## src/rtl/key_event_pkg.sv

```systemverilog
// key_event_pkg: event/state encodings and counter sizing shared by key_event_gen (KEY_EVENT_REPEAT_EN enables REPEAT)
package key_event_pkg;

    typedef enum logic [1:0] {
        EV_PRESS   = 2'd0,
        EV_LONG    = 2'd1,
        EV_REPEAT  = 2'd2,
        EV_RELEASE = 2'd3
    } event_t;

    typedef enum logic [1:0] {
        ST_IDLE = 2'd0,
        ST_DOWN = 2'd1,
        ST_HELD = 2'd2
    } state_t;

    function automatic int cnt_width(input int a, input int b);
        return $clog2(((a > b) ? a : b) + 1);
    endfunction

endpackage

```

## src/rtl/key_fsm.sv

```systemverilog
// key_fsm: per-key edge detector, IDLE/DOWN/HELD FSM, hold counter and one-entry pending slot (REPEAT under KEY_EVENT_REPEAT_EN)
module key_fsm
    import key_event_pkg::*;
#(
    parameter int LongCycles   = 50000,
    parameter int RepeatCycles = 10000
) (
    input  logic   Clk,
    input  logic   nRst,
    input  logic   Button,
    input  logic   Drain,
    output logic   PendValid,
    output event_t PendType,
    output logic   Dropped
);

    localparam int CntW = cnt_width(LongCycles, RepeatCycles);

    state_t            state, state_nx;
    logic [CntW-1:0]   cnt, cnt_nx;
    logic              btn_q, fire;
    event_t            ev;
    logic              press_edge, rel_edge;

    assign press_edge = btn_q & ~Button;
    assign rel_edge   = ~btn_q & Button;
    assign Dropped    = fire & PendValid & ~Drain;

    // Next state, counter and raised event; a release edge wins over a maturing LONG/REPEAT
    always_comb begin
        state_nx = state;
        cnt_nx   = (&cnt) ? cnt : cnt + 1'b1;
        fire     = 1'b0;
        ev       = EV_PRESS;
        case (state)
            ST_IDLE: begin
                cnt_nx = '0;
                if (press_edge) begin
                    state_nx = ST_DOWN;
                    fire     = 1'b1;
                end
            end
            ST_DOWN: begin
                if (rel_edge) begin
                    state_nx = ST_IDLE;
                    fire     = 1'b1;
                    ev       = EV_RELEASE;
                end else if (cnt == CntW'(LongCycles - 1)) begin
                    state_nx = ST_HELD;
                    cnt_nx   = '0;
                    fire     = 1'b1;
                    ev       = EV_LONG;
                end
            end
            ST_HELD: begin
                if (rel_edge) begin
                    state_nx = ST_IDLE;
                    fire     = 1'b1;
                    ev       = EV_RELEASE;
                end
`ifdef KEY_EVENT_REPEAT_EN
                else if (cnt == CntW'(RepeatCycles - 1)) begin
                    cnt_nx = '0;
                    fire   = 1'b1;
                    ev     = EV_REPEAT;
                end
`else
                cnt_nx = '0;
`endif
            end
            default: state_nx = ST_IDLE;
        endcase
    end

    // State, counter, edge register (reset to unpressed) and pending slot
    always_ff @(posedge Clk or negedge nRst) begin
        if (!nRst) begin
            state     <= ST_IDLE;
            cnt       <= '0;
            btn_q     <= 1'b1;
            PendValid <= 1'b0;
            PendType  <= EV_PRESS;
        end else begin
            state <= state_nx;
            cnt   <= cnt_nx;
            btn_q <= Button;
            if (fire && (!PendValid || Drain)) begin
                PendValid <= 1'b1;
                PendType  <= ev;
            end else if (Drain) begin
                PendValid <= 1'b0;
            end
        end
    end

endmodule

```

## src/rtl/key_event_gen.sv

```systemverilog
// key_event_gen: turns debounced active-low keys into PRESS/LONG/REPEAT/RELEASE events on a valid/ready port (REPEAT needs KEY_EVENT_REPEAT_EN)
module key_event_gen
    import key_event_pkg::*;
#(
    parameter int ClockFrequency = 50000000,
    parameter int NumKeys        = 4,
    parameter int LongPressMs    = 1000,
    parameter int RepeatMs       = 200
) (
    input  logic               Clk,
    input  logic               nRst,
    input  logic [NumKeys-1:0] ButtonIn,
    output logic               EventValid,
    input  logic               EventReady,
    output logic [3:0]         EventKey,
    output logic [1:0]         EventType,
    output logic               EventDropped
);

    localparam int LongCycles   = (ClockFrequency / 1000) * LongPressMs;
    localparam int RepeatCycles = (ClockFrequency / 1000) * RepeatMs;

    logic [NumKeys-1:0] pend_valid, drain, dropped;
    event_t             pend_type [NumKeys];
    logic [3:0]         sel;
    event_t             sel_type;
    logic               load;

    assign load = ~EventValid | EventReady;

    for (genvar k = 0; k < NumKeys; k++) begin : gen_key
        key_fsm #(
            .LongCycles  (LongCycles),
            .RepeatCycles(RepeatCycles)
        ) u_key (
            .Clk      (Clk),
            .nRst     (nRst),
            .Button   (ButtonIn[k]),
            .Drain    (drain[k]),
            .PendValid(pend_valid[k]),
            .PendType (pend_type[k]),
            .Dropped  (dropped[k])
        );
    end

    // Fixed-priority pick of the lowest pending key, drained only when the output can load
    always_comb begin
        sel      = '0;
        sel_type = EV_PRESS;
        drain    = '0;
        for (int i = NumKeys - 1; i >= 0; i--) begin
            if (pend_valid[i]) begin
                sel      = 4'(i);
                sel_type = pend_type[i];
            end
        end
        for (int i = 0; i < NumKeys; i++) begin
            drain[i] = load & pend_valid[i] & (sel == 4'(i));
        end
    end

    // Output register holds steady under backpressure; dropped flag is sticky until reset
    always_ff @(posedge Clk or negedge nRst) begin
        if (!nRst) begin
            EventValid   <= 1'b0;
            EventKey     <= '0;
            EventType    <= '0;
            EventDropped <= 1'b0;
        end else begin
            if (load) begin
                EventValid <= |pend_valid;
                if (|pend_valid) begin
                    EventKey  <= sel;
                    EventType <= sel_type;
                end
            end
            EventDropped <= EventDropped | (|dropped);
        end
    end

endmodule

```

## config.mk

```make
export PLATFORM = sky130hd
export DESIGN_NAME = key_event_gen
export DESIGN_NICKNAME = d
export VERILOG_FILES = /design/src/rtl/key_event_pkg.sv /design/src/rtl/key_fsm.sv /design/src/rtl/key_event_gen.sv
export SDC_FILE = /design/constraint.sdc
export NUM_CORES = 1
export LEC_CHECK = 0
export BUFFER_PORTS_ARGS = -buffer_cell sky130_fd_sc_hd__buf_4
export CAP_MARGIN = 20
export CELL_PAD_IN_SITES_DETAIL_PLACEMENT = 2
export CELL_PAD_IN_SITES_GLOBAL_PLACEMENT = 2
export CORE_ASPECT_RATIO = 1.1
export CORE_MARGIN = 2
export CORE_UTILIZATION = 43
export CTS_CLUSTER_DIAMETER = 30
export DETAILED_ROUTE_END_ITERATION = 10
export PLACE_DENSITY_LB_ADDON = 0.05
export SLEW_MARGIN = 20
export SYNTH_ARGS = -nofsm -noshare
export SYNTH_HDL_FRONTEND = slang
export SYNTH_SLANG_ARGS = --single-unit
```

## constraint.sdc

```tcl
create_clock -name Clk -period 4.5 [get_ports Clk]
set_clock_uncertainty 0.1 [all_clocks]
set_input_delay 0.9 -clock Clk [delete_from_list [all_inputs] [get_ports Clk]]
set_output_delay 0.9 -clock Clk [all_outputs]
set_load 0.05 [all_outputs]
```

==> summary.md <==
| Metric | Value |
|---|---|
| Status | finished clean |
| CTS tree | done |
| Final hold violations | 0 |
| Clk buf depth | 2 |
| HPWL Detailed | 15400 um |
| Yosys top cell area share | 0.417 |
| Core box area | 17700 um^2 |
| Layout cells sized above 1 | 0.0744 |
| RSZ-0062 raised after global routing | no |
| FF-to-FF path depth | 5 |
| Placement row count | 51 |
| R2R Setup Slk | 1.69 ns |
| Unique masters post-synth | 70 |
| Critical Path Start Type | register |
| Starting Density | 0.440 |
| Most used DFF post-synth | dfrtp_1 |
| Max-slew violation count | 0 |
| Overflow left after global routing | 0 |
| Power per Cell Area | 465 nW/um^2 |
| Die W | 132 um |
| Clock sink count | 134 |
| Critical setup path kind | register to register |
| Number of setup buffers added after CTS | 0 |
| Total GRT Usage | 0.256 |
| IO Pins | 15 |
| Total negative slack | 0 ns |
| Port-buffer cells | 12 |
| Post-Route WL | 23600 um |
| CP max stage delay | 0.90 ns |
| Slowest cell on the critical path | nor4_2 |
| Storage cell area | 3360 um^2 |
| Tightest Pin Transition | 0.967 ns |
| Min Clock Period, post-route | 2.81 ns |
| Final setup fails | 0 |
| Via count | 6813 |
| Largest net degree at the start of global routing | 116 |
| Footprint of the multi-input gates | 4190 um^2 |
| 1st-iter DRT viols | 239 |
| VDD IR max | 0.312 mV |
| Fin util | 0.495 |
| Leading area contributor after synthesis | dfrtp_1 |
| Post-synth EDFFs | 0 |
| CTS root buf | clkbuf_16 |
| Reg2reg start | gen_key[2].u_key.cnt[20] |
| CTS H-tree lvls | 4 |
| Post-synth ARST share | 1.00 |
| LEAKAGE | 3.30 nW |
| Vias in the first global route | 7561 |
| Avg Cell Area, Syn | 9.01 um^2 |
| Reg-to-Reg End | gen_key[2].u_key.cnt[12] |
| Worst setup EP type | register |
| DRC | 0 |
| Post-Syn Instances | 866 |
| Fmax | 0.355 GHz |
| Post_cts resized | 0 |
| Clk_lat worst skew | 0.43 ns |
| Slew headroom | 0.355 |
| Synth top area cells | dfrtp_1, xnor2_1, nor2_1, a21oi_1, ha_1 |
| Max_cap viols | 0 |
| DRT Pass-1 Iters | 5 |
| DIE AREA | 19200 um^2 |
| Hold path depth | 1 |
| Register area share after synthesis | 0.431 |
| GPL Wtd Cong | 0.816 |
| CP Data Arrival Time | 3.04 ns |
| Fillers | 1972 |
| Crit-path cells | nand4_1 -> nor4_2 -> and2_1 -> nor3_1 -> a211oi_1 |
| Num CTS Buffers | 17 |
| Final Cycle Share | 0.625 |
| WL per Instance | 21.0 um |
| Via density per instance | 6.06 |
| Antenna violations before repair | 0 |
| Synth Register Bits | 134 |
| Clock transition at path regs | 0.06 ns |
| Yosys warns | 0 |
| Final antenna-violating net count | 0 |
| First-pass GRT wire length | 40300 um |
| Hold path start | gen_key[2].u_key.PendType[0] |
| Most numerous cell in the Yosys netlist | dfrtp_1 |
| Layout area overhead | 12.6% |
| Ant. Diodes | 0 |
| Required time worst endpoint | 4.73 ns |
| Hold crit path type | register to register |
| Synth top cells by count | dfrtp_1, nor2_1, nand2_1 |
| Worst Hold End | gen_key[2].u_key.PendType[0] |
| Worst-path fanout max | 14 |
| Die Y-Extent | 145 um |
| Syn Std Cell Area | 7800 um^2 |
| Hold_buf cts | 0 |
| Nets | 901 |
-- cell families (layout without fill, tap and decap cells) --
logic type | after synthesis | in the layout | synth area share
adder cells (fa/ha/maj) | 20 | 20 | 0.0321
other | 1 | 2 | 0.000481
AO/OA/AOI/OAI | 167 | 167 | 0.141
XOR/XNOR | 67 | 67 | 0.0752
multiplexers | 11 | 11 | 0.0141
flip-flops | 134 | 134 | 0.431
buffers and inverters | 70 | 90 | 0.0358
AND/OR/NAND/NOR | 396 | 396 | 0.271
-- metrics by stage --
step	power, mW	hold slack [ns]	area [um^2]	setup WS (ns)	std cells
floorplan	2.19	0.356	7800	2.19	867
global route	4.30	0.422	8780	1.44	1125
finish	4.09	0.411	8780	1.69	1125
CTS	4.12	0.408	8770	1.65	1125
global placement	2.43	0.387	8120	1.79	1093
detailed placement	2.54	0.395	8130	1.69	1093
-- layout by cell type (no fill, tap or decap), drive strengths merged, types with 14 or more instances in the layout --
cell	synthesis	routed
o21ai	28	28
and4	23	23
nor3	29	29
nor4	16	16
nand2	64	64
or3	16	16
inv	39	39
dfrtp	130	130
nand4	36	36
clkbuf	22	26
buf	9	18
a21oi	57	57
ha	20	20
a211oi	14	14
nand3	39	39
xnor2	55	55
nor2	106	106
-- how the worst max path moves through the flow --
stage / slack [ns] / start / end
global route: 1.44 / gen_key[2].u_key.cnt[20] / gen_key[2].u_key.cnt[12]
finish: 1.69 / gen_key[2].u_key.cnt[20] / gen_key[2].u_key.cnt[12]
CTS: 1.65 / gen_key[2].u_key.cnt[20] / gen_key[2].u_key.cnt[12]
floorplan: 2.19 / gen_key[0].u_key.cnt[0] / gen_key[0].u_key.cnt[24]
global placement: 1.79 / ButtonIn[3] / gen_key[3].u_key.cnt[4]
detailed placement: 1.69 / ButtonIn[3] / gen_key[3].u_key.cnt[2]
-- worst max-delay path, delay by kind of cell, from the launching register on --
kind | cells | cell delay, ns
simple gates | 4 | 1.88
flops | 1 | 0.47
compound gates | 1 | 0.27
-- per-layer routing --
layer | track usage | routed length, um | vias to the layer above
li1 | - | - | 3167
met1 | 0.326 | 10600 | 3552
met2 | 0.448 | 12300 | 64
met3 | 0.0367 | 372 | 30
met4 | 0.0763 | 331 | 0
met5 | 0 | 0 | -
-- power breakdown --
part | internal [mW] | switching (mW)
Clock | 1.00 | 0.553
Combinational | 0.355 | 0.703
Sequential | 1.33 | 0.143
Total | 2.69 | 1.40
-- registers in the layout, indices dropped and copies added (netlist names) --
name and count:
EventDropped 1, EventKey 2, EventType 2, gen_key.u_key.PendValid 4, gen_key.u_key.PendType 8, gen_key.u_key.btn_q 4
gen_key.u_key.cnt 104, gen_key.u_key.state 8, EventValid 1
-- final cells by class --
| cell class | instances | area share |
|---|---|---|
| multi-input cells | 663 | 0.477 |
| flip-flops and latches | 134 | 0.382 |
| clock buffers | 25 | 0.0575 |
| well taps | 238 | 0.0339 |
| repair buffers | 19 | 0.0169 |
| inverters | 39 | 0.0167 |
| clock inverters | 7 | 0.0160 |
(Power assumes the default switching activity.)
